==> src/rtl/arb_pkg.sv <==
`default_nettype none
// ============================================================================
// Module : arb_pkg
// Brief  : Shared defaults, FSM state encoding and source index type for the
//          round-robin bus arbiter.
// Rev    : 1.0 - initial release
// ============================================================================
package arb_pkg;

  localparam int c_n_req_default  = 4;
  localparam int c_data_w_default = 8;
  localparam int c_src_w_max      = 3;

  typedef enum logic [0:0] {
    IDLE = 1'b0,
    HOLD = 1'b1
  } state_t;

  // Wide enough for the largest supported requester count (8).
  typedef logic [c_src_w_max-1:0] src_t;

endpackage
`default_nettype wire

==> src/rtl/bus_rr_arbiter_rr_picker.sv <==
`default_nettype none
// ============================================================================
// Module : rr_picker
// Brief  : Combinational round-robin selector; first set request bit at or
//          after last_grant+1, wrapping.
// Rev    : 1.0 - initial release
// ============================================================================
module rr_picker #(
  parameter int N_REQ = 4,
  parameter int SRC_W = $clog2(N_REQ)
) (
  input  logic [N_REQ-1:0] req,
  input  logic [SRC_W-1:0] last_grant,
  output logic             any,
  output logic [SRC_W-1:0] winner
);

  logic w_found;

  // Offset i walks from last_grant+1 round to last_grant itself.
  always_comb begin
    any     = |req;
    winner  = '0;
    w_found = 1'b0;
    for (int i = 1; i <= N_REQ; i++) begin
      for (int j = 0; j < N_REQ; j++) begin
        if (!w_found && req[j] && (j == ((int'(last_grant) + i) % N_REQ))) begin
          winner  = SRC_W'(j);
          w_found = 1'b1;
        end
      end
    end
  end

endmodule
`default_nettype wire

==> src/rtl/bus_rr_arbiter.sv <==
`default_nettype none
// ============================================================================
// Module : bus_rr_arbiter
// Brief  : N-way round-robin arbiter onto a registered shared bus with a
//          saturating accepted-transfer counter.
// Rev    : 1.0 - initial release
// ============================================================================
module bus_rr_arbiter
  import arb_pkg::*;
#(
  parameter int N_REQ  = c_n_req_default,
  parameter int DATA_W = c_data_w_default,
  parameter int SRC_W  = $clog2(N_REQ)
) (
  input  logic                         i_clk,
  input  logic                         i_rst,
  input  logic [N_REQ-1:0]             i_req_valid,
  input  logic [N_REQ-1:0][DATA_W-1:0] i_req_data,
  output logic [N_REQ-1:0]             o_req_ready,
  output logic                         o_valid,
  output logic [DATA_W-1:0]            o_data,
  output logic [SRC_W-1:0]             o_src,
  input  logic                         i_ready,
  output logic [15:0]                  o_grant_cnt
);

  state_t              r_state;
  state_t              w_state_next;
  logic                r_valid;
  logic [DATA_W-1:0]   r_data;
  logic [SRC_W-1:0]    r_src;
  logic [SRC_W-1:0]    r_last_grant;
  logic [15:0]         r_cnt;

  logic                w_any;
  logic [SRC_W-1:0]    w_winner;
  logic                w_can_load;
  logic                w_load;
  logic [N_REQ-1:0]    w_ready;

  rr_picker #(
    .N_REQ (N_REQ),
    .SRC_W (SRC_W)
  ) u_picker (
    .req        (i_req_valid),
    .last_grant (r_last_grant),
    .any        (w_any),
    .winner     (w_winner)
  );

  assign w_can_load = (r_state == IDLE) || i_ready;

  always_comb begin
    w_state_next = r_state;
    w_load       = 1'b0;
    w_ready      = '0;
    case (r_state)
      IDLE: begin
        if (w_any) begin
          w_load       = 1'b1;
          w_state_next = HOLD;
        end
      end
      HOLD: begin
        if (i_ready) begin
          if (w_any) begin
            w_load = 1'b1;
          end else begin
            w_state_next = IDLE;
          end
        end
      end
      default: w_state_next = IDLE;
    endcase
    // Ready follows the picker only, never the winner's own valid directly.
    if (w_load && w_can_load && !i_rst) begin
      w_ready[w_winner] = 1'b1;
    end
  end

  always_ff @(posedge i_clk) begin
    if (i_rst) begin
      r_state      <= IDLE;
      r_valid      <= 1'b0;
      r_data       <= '0;
      r_src        <= '0;
      r_last_grant <= SRC_W'(N_REQ - 1);
      r_cnt        <= 16'd0;
    end else begin
      r_state <= w_state_next;
      if (w_load) begin
        r_valid      <= 1'b1;
        r_data       <= i_req_data[w_winner];
        r_src        <= w_winner;
        r_last_grant <= w_winner;
      end else if ((r_state == HOLD) && i_ready) begin
        r_valid <= 1'b0;
      end
      if (r_valid && i_ready && (r_cnt != 16'hFFFF)) begin
        r_cnt <= r_cnt + 16'd1;
      end
    end
  end

  assign o_req_ready = w_ready;
  assign o_valid     = r_valid;
  assign o_data      = r_data;
  assign o_src       = r_src;
  assign o_grant_cnt = r_cnt;

endmodule
`default_nettype wire

==> config.mk <==
export PLATFORM = sky130hd
export DESIGN_NAME = bus_rr_arbiter
export DESIGN_NICKNAME = d
export VERILOG_FILES = /design/src/rtl/arb_pkg.sv /design/src/rtl/bus_rr_arbiter_rr_picker.sv /design/src/rtl/bus_rr_arbiter.sv
export SDC_FILE = /design/constraint.sdc
export NUM_CORES = 1
export LEC_CHECK = 0
export ABC_AREA = 1
export CORE_AREA = 5 5 87 89
export CTS_CLUSTER_SIZE = 20
export DETAILED_ROUTE_END_ITERATION = 8
export DIE_AREA = 0 0 92 94
export PLACE_DENSITY = 0.57
export SETUP_SLACK_MARGIN = 0.15
export SYNTH_ARGS = -nofsm -noshare
export SYNTH_HDL_FRONTEND = slang
export SYNTH_SLANG_ARGS = --single-unit
==> constraint.sdc <==
create_clock -name i_clk -period 4.2 [get_ports i_clk]
set_input_delay 0.84 -clock i_clk [delete_from_list [all_inputs] [get_ports i_clk]]
set_output_delay 0.84 -clock i_clk [all_outputs]
set_load 0.01 [all_outputs]
==> metrics <==
status=finished clean; DR top layer=met3; remaining global-route overflow=0; share of layout cells above drive strength 1=9.92%; period utilisation layout=92.1%; Num CTS Buffers=5; Synth async-reset ratio=0%; maximum VDD drop=0.198 mV; Routed Antenna Nets=0; switching portion of total power=38.5%; DRC=0; crit path from=i_req_valid[3]; #FFs+latches synth=30; RSZ-0062 raised after global routing=true; Worst EP arrival=3.03 ns; Core Util, Final=42.3%; CTS max path bufs=2; largest net degree at the start of global routing=22; Initial Util=29.0%; worst r2r src=r_last_grant[1]; Lkg Pwr=1.22 nW; # Max-Cap Violations=0; top-count cell post-synth=nand2_1; Setup CP Type=primary input to output port; Die Span Y=94 um; hpwl dp=4.57 mm; Worst setup SP type=primary input; Area Growth Syn to Fin=45.8%; switching power of the nets=0.421 mW; Yosys cell types=27; Worst R2R Setup Slack=1.79 ns; DP Worst Slack=0.0821 ns; Routed WL=5.70 mm; Root Driver=clkbuf_8; Clk pwr share=21.9%; Seq/Total Area, Yosys=31.0%; Fin. Hold Viols=0; Yosys warning total=0; Vias/cell=4.60; FF-to-FF path depth=16; fin. max-slew vios=0; total track usage=14.1%; vias in the first global route=2147; Clock Skews=0.00710 ns; Die W=92 um; DR WL met2=2.62 mm; worst skew pair latency=0.28 ns; die area=0.00865 mm2; Top Ports=70; wl on met1=2.54 mm; WL per Instance=12.3 um; FP Rows=30; Post-synth EDFFs=0; vias after detailed routing=2131; First DRT Iteration DRCs=69; CP Capture Point=o_req_ready[0]; Internal=0.671 mW; ys flop type=dfxtp_1; Comb power frac=47.2%; Syn Inst Count=305; Layout Nets=422; DR WL met3=534 um; leading area contributor after synthesis=dfxtp_1; Critical Path RT=3.36 ns; Highest Clock Rate=0.259 GHz; Mapped Nets=345; syn avg cell area=6.35 um2; synth top area cells=dfxtp_1 (31%), nand2_1 (16%), nor2_1 (9.5%); clock sinks=30; Slew @ Worst Pin=0.494 ns; RR Endpoint=o_data[6]; top cell type's share of synthesized area=31.0%; Core Region=0.00668 mm2; first-pass GRT wire length=9.96 mm; CTS tree=done; setup ws final=0.332 ns; clk slew on worst S/H paths=0.07 ns; gp weighted congestion=0.857; CP Max Fanout=5; Port Buffers=69; Final setup viols=0; initial antenna violation count=0; commonest cells in the netlist=nand2_1 (84), nor2_1 (49), nand3_1 (34); drt pass-1 iters=4; share of power burned in registers=31.0%; minimum clock period=3.87 ns; Max transition margin=66.8%; final antenna diode count=0; critical path endpoint category=output port; Worst Hold Class=flop to flop; Post-Syn Area=0.00194 mm2; # H-tree levels=2; Setup TNS Final=0 ns; Power per Cell Area=386 mW/mm2
-- layout make-up --
| class | instances | area (um2) |
|---|---|---|
| inverters | 33 | 124 |
| repair buffers | 80 | 766 |
| clock inverters | 1 | 5.00 |
| well taps | 80 | 100 |
| clock buffers | 7 | 86.3 |
| multi-input cells | 232 | 1140 |
| fillers | 734 | 3860 |
| flip-flops and latches | 30 | 601 |
-- cell usage in the layout (no fill, tap or decap) --
| cell | n |
|---|---|
| a21oi_1 | 11 |
| nor3b_1 | 1 |
| ha_1 | 1 |
| buf_4 | 11 |
| dlygate4sd2_1 | 2 |
| xor2_1 | 2 |
| nand4_4 | 2 |
| nand3_2 | 4 |
| nand2_1 | 84 |
| clkbuf_8 | 6 |
| nand4_1 | 7 |
| a211oi_1 | 2 |
| clkbuf_2 | 1 |
| o21ai_0 | 9 |
| nand4_2 | 1 |
| nor2_2 | 1 |
| or2_2 | 1 |
| nand3_1 | 34 |
| nor2_1 | 49 |
| inv_1 | 32 |
| clkinv_2 | 1 |
| nand2_2 | 3 |
| dfxtp_1 | 30 |
| nand3_4 | 1 |
| clkbuf_1 | 1 |
| nor4_1 | 2 |
| nor3_1 | 10 |
| nor2_4 | 5 |
| o211ai_1 | 2 |
| inv_2 | 1 |
| clkdlybuf4s50_1 | 66 |
-- per-layer routing --
layer | global-route usage (%) | up-vias
li1 | - | 1133
met5 | 0 | -
met4 | 2.23 | 0
met3 | 6.25 | 0
met1 | 16.7 | 929
met2 | 24.0 | 69
-- registers in the layout, indices dropped and copies added, names as in the netlist --
name          count
o_data            8
o_grant_cnt      16
o_src             2
o_valid           1
r_last_grant      2
r_state           1
-- power by group through the flow --
stage / registers [mW] / logic, mW / clock network (mW)
floorplan: 0.353 / 0.335 / 0
CTS: 0.338 / 0.513 / 0.251
detailed placement: 0.343 / 0.515 / 0
global placement: 0.343 / 0.515 / 0
global route: 0.342 / 0.583 / 0.264
finish: 0.338 / 0.515 / 0.239
-- worst min-delay path by stage --
| stage | from | endpoint | slack (ns) | cells past startpoint |
|---|---|---|---|---|
| finish | o_src[1] | o_src[1] | 0.49 | 2 |
| global route | o_src[0] | o_src[0] | 0.50 | 2 |
| CTS | o_src[0] | o_src[0] | 0.49 | 2 |
| detailed placement | o_src[0] | o_src[0] | 0.49 | 2 |
| global placement | o_src[1] | o_src[1] | 0.48 | 2 |
| floorplan | r_state | o_valid | 0.48 | 3 |
-- kinds of logic after synthesis --
logic type               after synthesis  synth area share, %
AO/OA/AOI/OAI                         24                 6.71
buffers and inverters                 43                 10.0
XOR/XNOR                               2                0.904
adder cells (fa/ha/maj)                1                0.645
flip-flops                            30                 31.0
AND/OR/NAND/NOR                      205                 50.7
-- repair_timing --
action                                  CTS  global route
resized for setup                         3             3
buffers inserted                          0             2
endpoints found under the setup margin    3             3
pin swaps                                 0             1
hold buffers                              0             0
-- worst max-delay path: stages --
cell,delay [ns]
clkdlybuf4s50_1,0.44
nand3_1,0.14
nand2_2,0.09
nor2_4,0.13
nand4_2,0.12
nor2_4,0.15
nand4_4,0.10
nor2_4,0.17
nand4_4,0.15
nand3_4,0.14
nor3_1,0.06
clkdlybuf4s50_1,0.49
-- through the flow --
step | std cells | power, mW | hold slack, ns | cell area, um2
floorplan | 305 | 0.687 | 0.476 | 1940
global route | 463 | 1.19 | 0.502 | 2830
CTS | 461 | 1.10 | 0.491 | 2810
detailed placement | 453 | 0.858 | 0.485 | 2730
global placement | 453 | 0.858 | 0.477 | 2730
finish | 463 | 1.09 | 0.489 | 2830
(Power assumes the default switching activity.)
